**config.mk**
```make
export PLATFORM = sky130hd
export DESIGN_NAME = ctrl_seq
export DESIGN_NICKNAME = d
export VERILOG_FILES = /design/src/rtl/ctrl_seq.sv
export SDC_FILE = /design/constraint.sdc
export NUM_CORES = 1
export LEC_CHECK = 0
export ABC_AREA = 1
export CAP_MARGIN = 40
export CORE_UTILIZATION = 44
export DETAILED_ROUTE_END_ITERATION = 6
export PLACE_DENSITY_LB_ADDON = 0.3
export SLEW_MARGIN = 20
export SYNTH_ARGS = -nofsm -noshare
export SYNTH_HDL_FRONTEND = slang
export SYNTH_SLANG_ARGS = --single-unit
```
**constraint.sdc**
```tcl
create_clock -name Clk -period 3.17 [get_ports Clk]
set_clock_uncertainty 0.05 [all_clocks]
set_input_delay 0.634 -clock Clk [delete_from_list [all_inputs] [get_ports Clk]]
set_output_delay 0.634 -clock Clk [all_outputs]
set_load 0.01 [all_outputs]
```
**src/rtl/ctrl_seq.sv**
```systemverilog
// ctrl_seq: registered control decoder and sequencer between instruction fetch
// and the datapath. One instruction is decoded per accept into registered
// control strobes. Loads are held for LOAD_WAIT cycles until memory data is
// ready. Carry ops can split the result and carry write-backs over two cycles
// so that a single register-file write port is sufficient. Stall holds the PC.
module ctrl_seq #(
  parameter int IW          = 9,
  parameter int OPW         = 4,
  parameter int RAW         = 4,
  parameter int LOAD_WAIT   = 1,
  parameter int SPLIT_CARRY = 1,
  parameter int CARRY_A     = 4,
  parameter int CARRY_B     = 0
) (
  input  logic           Clk,
  input  logic           Reset_n,
  input  logic           InstrValid,
  input  logic [IW-1:0]  Instruction,
  output logic           Stall,
  output logic           OpValid,
  output logic           InstructionType,
  output logic           LoadInstr,
  output logic           RegwriteEn,
  output logic           MemWriteEn,
  output logic [1:0]     addrFlag,
  output logic           carryOutRegEn,
  output logic [RAW-1:0] carryOutRegAddr
);

  // The counter only has to hold LOAD_WAIT-1.
  localparam int CW = (LOAD_WAIT > 1) ? $clog2(LOAD_WAIT) : 1;

  localparam logic [OPW-1:0] OP_LOAD    = OPW'(4'b1100);
  localparam logic [OPW-1:0] OP_STORE   = OPW'(4'b1011);
  localparam logic [OPW-1:0] OP_NOWR_A  = OPW'(4'b1010);
  localparam logic [OPW-1:0] OP_NOWR_B  = OPW'(4'b0010);
  localparam logic [OPW-1:0] OP_CARRY_A = OPW'(4'b0000);
  localparam logic [OPW-1:0] OP_CARRY_B = OPW'(4'b0110);
  localparam logic [OPW-1:0] OP_AF3     = OPW'(4'b0001);

  localparam logic [RAW-1:0] CADDR_A = RAW'(CARRY_A);
  localparam logic [RAW-1:0] CADDR_B = RAW'(CARRY_B);

  localparam logic LW_ONE   = (LOAD_WAIT == 1)   ? 1'b1 : 1'b0;
  localparam logic SPLIT_ON = (SPLIT_CARRY != 0) ? 1'b1 : 1'b0;

  typedef enum logic [1:0] {
    S_RUN   = 2'd0,
    S_LOAD  = 2'd1,
    S_CARRY = 2'd2
  } state_e;

  state_e        state_q, state_d;
  logic [CW-1:0] cnt_q, cnt_d;

  // Instruction decode
  logic           type_s;
  logic [OPW-1:0] opcode_s;
  logic           dec_load_s;
  logic           dec_store_s;
  logic           dec_nowr_s;
  logic           dec_carry_s;
  logic [1:0]     dec_af_s;
  logic [RAW-1:0] dec_caddr_s;
  logic           dec_regwr_s;
  logic           unused_operand_s;

  // Registered control outputs
  logic           stall_q,     stall_d;
  logic           op_valid_q,  op_valid_d;
  logic           type_q,      type_d;
  logic           load_q,      load_d;
  logic           regwr_q,     regwr_d;
  logic           memwr_q,     memwr_d;
  logic [1:0]     af_q,        af_d;
  logic           carry_en_q,  carry_en_d;
  logic [RAW-1:0] caddr_q,     caddr_d;

  logic accept_s;

  assign type_s           = Instruction[IW-1];
  assign opcode_s         = Instruction[IW-2 -: OPW];
  assign unused_operand_s = ^Instruction[IW-OPW-2:0];

  // An instruction is only taken while the sequencer is idle in S_RUN.
  assign accept_s = InstrValid && (state_q == S_RUN);

  // Classify the incoming instruction; type-1 ops are always plain writes.
  always_comb begin
    dec_load_s  = 1'b0;
    dec_store_s = 1'b0;
    dec_nowr_s  = 1'b0;
    dec_carry_s = 1'b0;
    dec_af_s    = 2'b00;
    dec_caddr_s = {RAW{1'b0}};
    if (!type_s) begin
      case (opcode_s)
        OP_LOAD:   dec_load_s  = 1'b1;
        OP_STORE:  dec_store_s = 1'b1;
        OP_NOWR_A,
        OP_NOWR_B: dec_nowr_s  = 1'b1;
        OP_CARRY_A: begin
          dec_carry_s = 1'b1;
          dec_af_s    = 2'b10;
          dec_caddr_s = CADDR_A;
        end
        OP_CARRY_B: begin
          dec_carry_s = 1'b1;
          dec_af_s    = 2'b01;
          dec_caddr_s = CADDR_B;
        end
        OP_AF3:    dec_af_s    = 2'b11;
        default:   dec_af_s    = 2'b00;
      endcase
    end else begin
      dec_af_s = 2'b00;
    end
  end

  // Register write in the first output cycle; a load only writes there when
  // memory answers within one cycle.
  always_comb begin
    if (dec_load_s) begin
      dec_regwr_s = LW_ONE;
    end else if (dec_store_s || dec_nowr_s) begin
      dec_regwr_s = 1'b0;
    end else begin
      dec_regwr_s = 1'b1;
    end
  end

  // State and wait-counter register.
  always_ff @(posedge Clk or negedge Reset_n) begin
    if (!Reset_n) begin
      state_q <= S_RUN;
      cnt_q   <= {CW{1'b0}};
    end else begin
      state_q <= state_d;
      cnt_q   <= cnt_d;
    end
  end

  // Next-state logic: multi-cycle ops leave S_RUN, everything returns to it.
  always_comb begin
    state_d = state_q;
    cnt_d   = cnt_q;
    case (state_q)
      S_RUN: begin
        if (accept_s && dec_load_s && (LOAD_WAIT > 1)) begin
          state_d = S_LOAD;
          cnt_d   = CW'(LOAD_WAIT - 1);
        end else if (accept_s && dec_carry_s && SPLIT_ON) begin
          state_d = S_CARRY;
          cnt_d   = {CW{1'b0}};
        end else begin
          state_d = S_RUN;
          cnt_d   = {CW{1'b0}};
        end
      end
      S_LOAD: begin
        if (cnt_q == CW'(1)) begin
          state_d = S_RUN;
          cnt_d   = {CW{1'b0}};
        end else begin
          state_d = S_LOAD;
          cnt_d   = cnt_q - CW'(1);
        end
      end
      S_CARRY: begin
        state_d = S_RUN;
        cnt_d   = {CW{1'b0}};
      end
      default: begin
        state_d = S_RUN;
        cnt_d   = {CW{1'b0}};
      end
    endcase
  end

  // Output logic: strobes for the cycle following this clock edge.
  always_comb begin
    op_valid_d = 1'b0;
    type_d     = 1'b0;
    load_d     = 1'b0;
    regwr_d    = 1'b0;
    memwr_d    = 1'b0;
    af_d       = 2'b00;
    carry_en_d = 1'b0;
    caddr_d    = {RAW{1'b0}};
    stall_d    = (state_d != S_RUN);
    case (state_q)
      S_RUN: begin
        if (accept_s) begin
          op_valid_d = 1'b1;
          type_d     = type_s;
          load_d     = dec_load_s;
          regwr_d    = dec_regwr_s;
          memwr_d    = dec_store_s;
          af_d       = dec_af_s;
          carry_en_d = dec_carry_s && !SPLIT_ON;
          caddr_d    = dec_caddr_s;
        end else begin
          op_valid_d = 1'b0;
        end
      end
      S_LOAD: begin
        op_valid_d = 1'b1;
        type_d     = type_q;
        load_d     = 1'b1;
        af_d       = af_q;
        caddr_d    = caddr_q;
        if (cnt_q == CW'(1)) begin
          regwr_d = 1'b1;
        end else begin
          regwr_d = 1'b0;
        end
      end
      S_CARRY: begin
        op_valid_d = 1'b1;
        type_d     = type_q;
        af_d       = af_q;
        caddr_d    = caddr_q;
        carry_en_d = 1'b1;
        regwr_d    = 1'b0;
      end
      default: begin
        op_valid_d = 1'b0;
      end
    endcase
  end

  // Output register: every strobe leaves the block straight from a flop.
  always_ff @(posedge Clk or negedge Reset_n) begin
    if (!Reset_n) begin
      stall_q    <= 1'b0;
      op_valid_q <= 1'b0;
      type_q     <= 1'b0;
      load_q     <= 1'b0;
      regwr_q    <= 1'b0;
      memwr_q    <= 1'b0;
      af_q       <= 2'b00;
      carry_en_q <= 1'b0;
      caddr_q    <= {RAW{1'b0}};
    end else begin
      stall_q    <= stall_d;
      op_valid_q <= op_valid_d;
      type_q     <= type_d;
      load_q     <= load_d;
      regwr_q    <= regwr_d;
      memwr_q    <= memwr_d;
      af_q       <= af_d;
      carry_en_q <= carry_en_d;
      caddr_q    <= caddr_d;
    end
  end

  assign Stall           = stall_q;
  assign OpValid         = op_valid_q;
  assign InstructionType = type_q;
  assign LoadInstr       = load_q;
  assign RegwriteEn      = regwr_q;
  assign MemWriteEn      = memwr_q;
  assign addrFlag        = af_q;
  assign carryOutRegEn   = carry_en_q;
  assign carryOutRegAddr = caddr_q;

endmodule

```
Word level (Yosys, flattened, before mapping). Index checks and enable logic that the tools add are counted.

Register bits after elaboration: 16. Logic and storage cells: 64. Input port bits: 12. Output and inout port bits: 13.

Muxes and demuxes: 35. Add/sub/neg operators: 1. Equal/unequal tests: 8. Reduce and logical (&&, ||, !) cells: 9.

Operators by type and width (number): $mux 1 (21); $eq 4x4->1 const B (3); $mux 4 (2); $pmux 1 s2 (4); $pmux 2 s2 (2); $pmux 4 s2 (1); $mux 2 (3); $pmux 2 s3 (1); $reduce_or 2->1 (3); $eq 4x1->1 const B (1); $eq 4x2->1 const B (1); $eq 4x3->1 const B (1); $logic_not 4->1 (1); $mux 3 (1); $eq 2x1->1 const B (1); $eq 2x2->1 const B (1); $logic_and 1x1->1 (2); $logic_not 2->1 (1); $reduce_bool 2->1 (1); $logic_or 1x1->1 (1); $sub 1x1->1 const B (1).

Longest topological paths before layout.
Word-level depth: 9. Depth in mapped cells: 6. Depth with buffers taken out: 6.

Worst setup path before layout. OpenSTA, ideal clock, no wires.

Kind: reg2reg. Start point: reg state_q[0]. End point: reg af_q[0], in the netlist addrFlag[0]. Path buffers: 0. Required time: 3.052 ns. Period minus slack after synthesis: 1.314 ns. Setup time: 0.068 ns. Data arrival time: 1.196 ns. Cell stages (with the launch flop): 6. Slack: 1.856 ns. Path through: dfrtp_1 -> inv_1 -> ha_1 -> nor3_4 -> nand3_1 -> nand3_1.

Cells in the longest elaborated chain, start to end: 4. Elaborated cells on any way between the ends: 7. Those cells by class: 2 x eq/ne; 2 x mux; 3 x reduce/logical.

Ends and longest elaborated chain: start, declared (line 53) `state_e state_q, state_d;`; start signal, assigned (line 138) `state_q <= state_d;`; $logic_not 2->1 (line 86, 191); $logic_and 1x1->1 (line 86) `assign accept_s = InstrValid && (state_q == S_RUN);`; $mux 2 (line 193) `if (accept_s) begin`; $pmux 2 s2 (line 191) `case (state_q)`; end signal, assigned (line 241) `af_q <= 2'b00;`; end signal, assigned (line 251) `af_q <= af_d;`; end, declared (line 75) `logic [1:0] af_q, af_d;`.

Parallel ways exist; a longest one is shown, timed or not. A chain may end at the register's enable or synchronous reset.

Worst setup path in the final report.
Start point: reg af_q[0], in the netlist addrFlag[0]. End point: out addrFlag[0].

RTL lines: end, declared (line 25) `output logic [1:0] addrFlag,`.

No word-level cell between the ends.

==> impl_metrics.yaml <==
logic_synthesis:
  synth-main-ff-cell: "dfrtp_1"
  postSynthCellCount: 70
  avgSynthCellArea_um2: 8.78
  synth_cell_type_count: 17
  ys_ff_latch: 12
  synth_area_um2: 614
  postSynth.asyncResetShare_pct: 100
  seq_area_frac_synth_pct: 48.9
  synth_edf_count: 0
  ys_warn_count: 0
drt:
  vias: 493
  drtAntennaViolNets: 0
  routed_wirelength_mm: 1.11
  first_iter_violations: 7
  drc: 0
  wire_per_inst_um: 10.6
  vias_per_cell: 4.70
  dr.pass1.iters: 4
die:
  die_y_um: 39.4
  num_io_pins: 25
  die-area_um2: 1550
  core_area_um2: 1300
  rows: 13
  initial_utilization_pct: 47.2
  die_x_um: 39.4
sta:
  setup_violations: 0
  slew_headroom_pct: 64.7
  worst_slew_pin_slew_ns: 0.528
  whs_ns: 0.440
  fin_crit_ns: 1.84
  setup_tns_ns: 0
  max_freq_mhz: 544
  rsz0062_at_grt: "false"
  slew_viol_final: 0
  period_share_pct: 58.0
  finalWorstSetupSlack_ns: 1.33
  hold_viol: 0
outcome:
  status: "complete, no violations"
finish:
  drive_above_1_share_pct: 10.0
  final_core_util_pct: 63.4
  diodes: 0
  fillers: 123
  mostFrequentLayoutCell: "clkdlybuf4s50_1"
  layoutNonFillerInstCount: 105
  layout_common_cells: "17 x clkdlybuf4s50_1, 14 x nand2_1, 12 x dfrtp_1, 12 x inv_1"
  area_growth_pct: 34.2
  nets: 108
  fin_area_um2: 825
power_and_ir_drop:
  total_power_uw: 322
  irDropWorstVdd_uv: 302
  p_per_area_nw_per_um2: 391
  leakage_nw: 0.420
hold_path:
  hold_depth: 2
  holdPathEnd: "addrFlag[1]"
  hold_class: "reg2reg"
  min-delay-start: "addrFlag[1]"
clock_network:
  cts_root_buf: "clkbuf_4"
  cts.sinks: 12
  cts_tree: "yes"
  clock_path_buffers: 2
  cts_setup_buffers: 0
  clock_latency_ns: 0.27
  numCtsBuffers: 3
  ctsHoldBuffers: 0
  cts_htree_levels: 1
  clk_pin_slew_ns: 0.08
  cts_resized: 0
place:
  dp.final_hpwl_um: 845
  numPortBuffers: 17
  placedCellCount: 101
  place_area_um2: 788
  gp_congestion: 0.820
  post-place-ws_ns: 1.43
setup_path:
  r2r-start: "state_q[0]"
  crit_path_end_kind: "output port"
  r2r_setup_slack_ns: 1.70
  cp.buffers_inverters: 1
  critPathSlowestCell: "clkdlybuf4s50_1"
  crit_required_ns: 2.49
  cp-start-kind: "register"
  cpLargestDelayFamily: "buffers and inverters"
  slowest_delay_ns: 0.53
  path_class: "reg2out"
  cp_max_fo: 2
  reg2reg_depth: 5
  critical_path_arrival_ns: 1.15
  r2r_end: "addrFlag[0]"
  path_cells: "clkdlybuf4s50_1"
grt:
  gr-usage-all-layers_pct: 17.1
  busiest_layer: "met2"
  antenna_found_initial: 0
  grt_pass1_vias: 440
  grt_pass1_wl_mm: 1.72
  grt_max_degree: 13
  grt-ovfl-total: 0
  met1_usage_pct: 19.4
  grt_use_met3_pct: 3.41
  grt_use_met2_pct: 28.7
run:
  maxCapViolCount: 0
## area by class of cell
cell class                 count  area (um2)  area share, %
sequential                    12         300           36.4
clock buffer                   4        36.3           4.40
tap                           15        18.8           2.28
timing repair buffer          17         170           20.6
inverter                      12        45.0           5.46
multi-input combinational     45         254           30.8
## power breakdown
part | total [mW] | internal (mW) | switching (mW)
Combinational | 0.0417 | 0.0198 | 0.0219
Sequential | 0.158 | 0.157 | 0.00150
Clock | 0.122 | 0.0697 | 0.0526
## worst max path at each step
| stage | from | to | slack, ns | cells after the start |
|---|---|---|---|---|
| global placement | Instruction[8] | addrFlag[0] | 1.46 | 4 |
| detailed placement | Instruction[7] | Stall | 1.43 | 6 |
| finish | addrFlag[0] | addrFlag[0] | 1.33 | 1 |
| floorplan | state_q[0] | addrFlag[0] | 1.86 | 5 |
| CTS | carryOutRegAddr[2] | carryOutRegAddr[2] | 1.32 | 1 |
| global route | carryOutRegAddr[2] | carryOutRegAddr[2] | 1.29 | 1 |
## cells by family (layout without fill, tap and decap cells)
group                      Yosys count  in the layout  synth area share (%)
DFF                                 12             12                  48.9
other                                1              3                 0.610
and+or+nand+nor                     32             32                  24.0
AOI/OAI and AO/OA                    5              5                  5.29
adders and majority gates            5              5                  10.2
buffers and inverters               15             33                  11.0
## per-layer routing
metal | part of all wire [%] | vias to the layer above
li1 | - | 247
met1 | 44 | 224
met2 | 48 | 22
met3 | 7.7 | 0
met4 | 0 | 0
met5 | 0 | -
## synthesized netlist by cell type (3+ instances only)
master   count  share of area [%]
ha_1         5                 10
buf_4        3                3.7
nand2_1     14                8.6
dfrtp_1     12                 49
nand3_1      7                5.7
inv_1       12                7.3
nor2_1       7                4.3
## tightest hold or removal path, cell delays in order, from the launching register on
cell     delay (ns)
dfrtp_1        0.35
nand2_1        0.05
nand2_1        0.06
(Power assumes the default switching activity.)
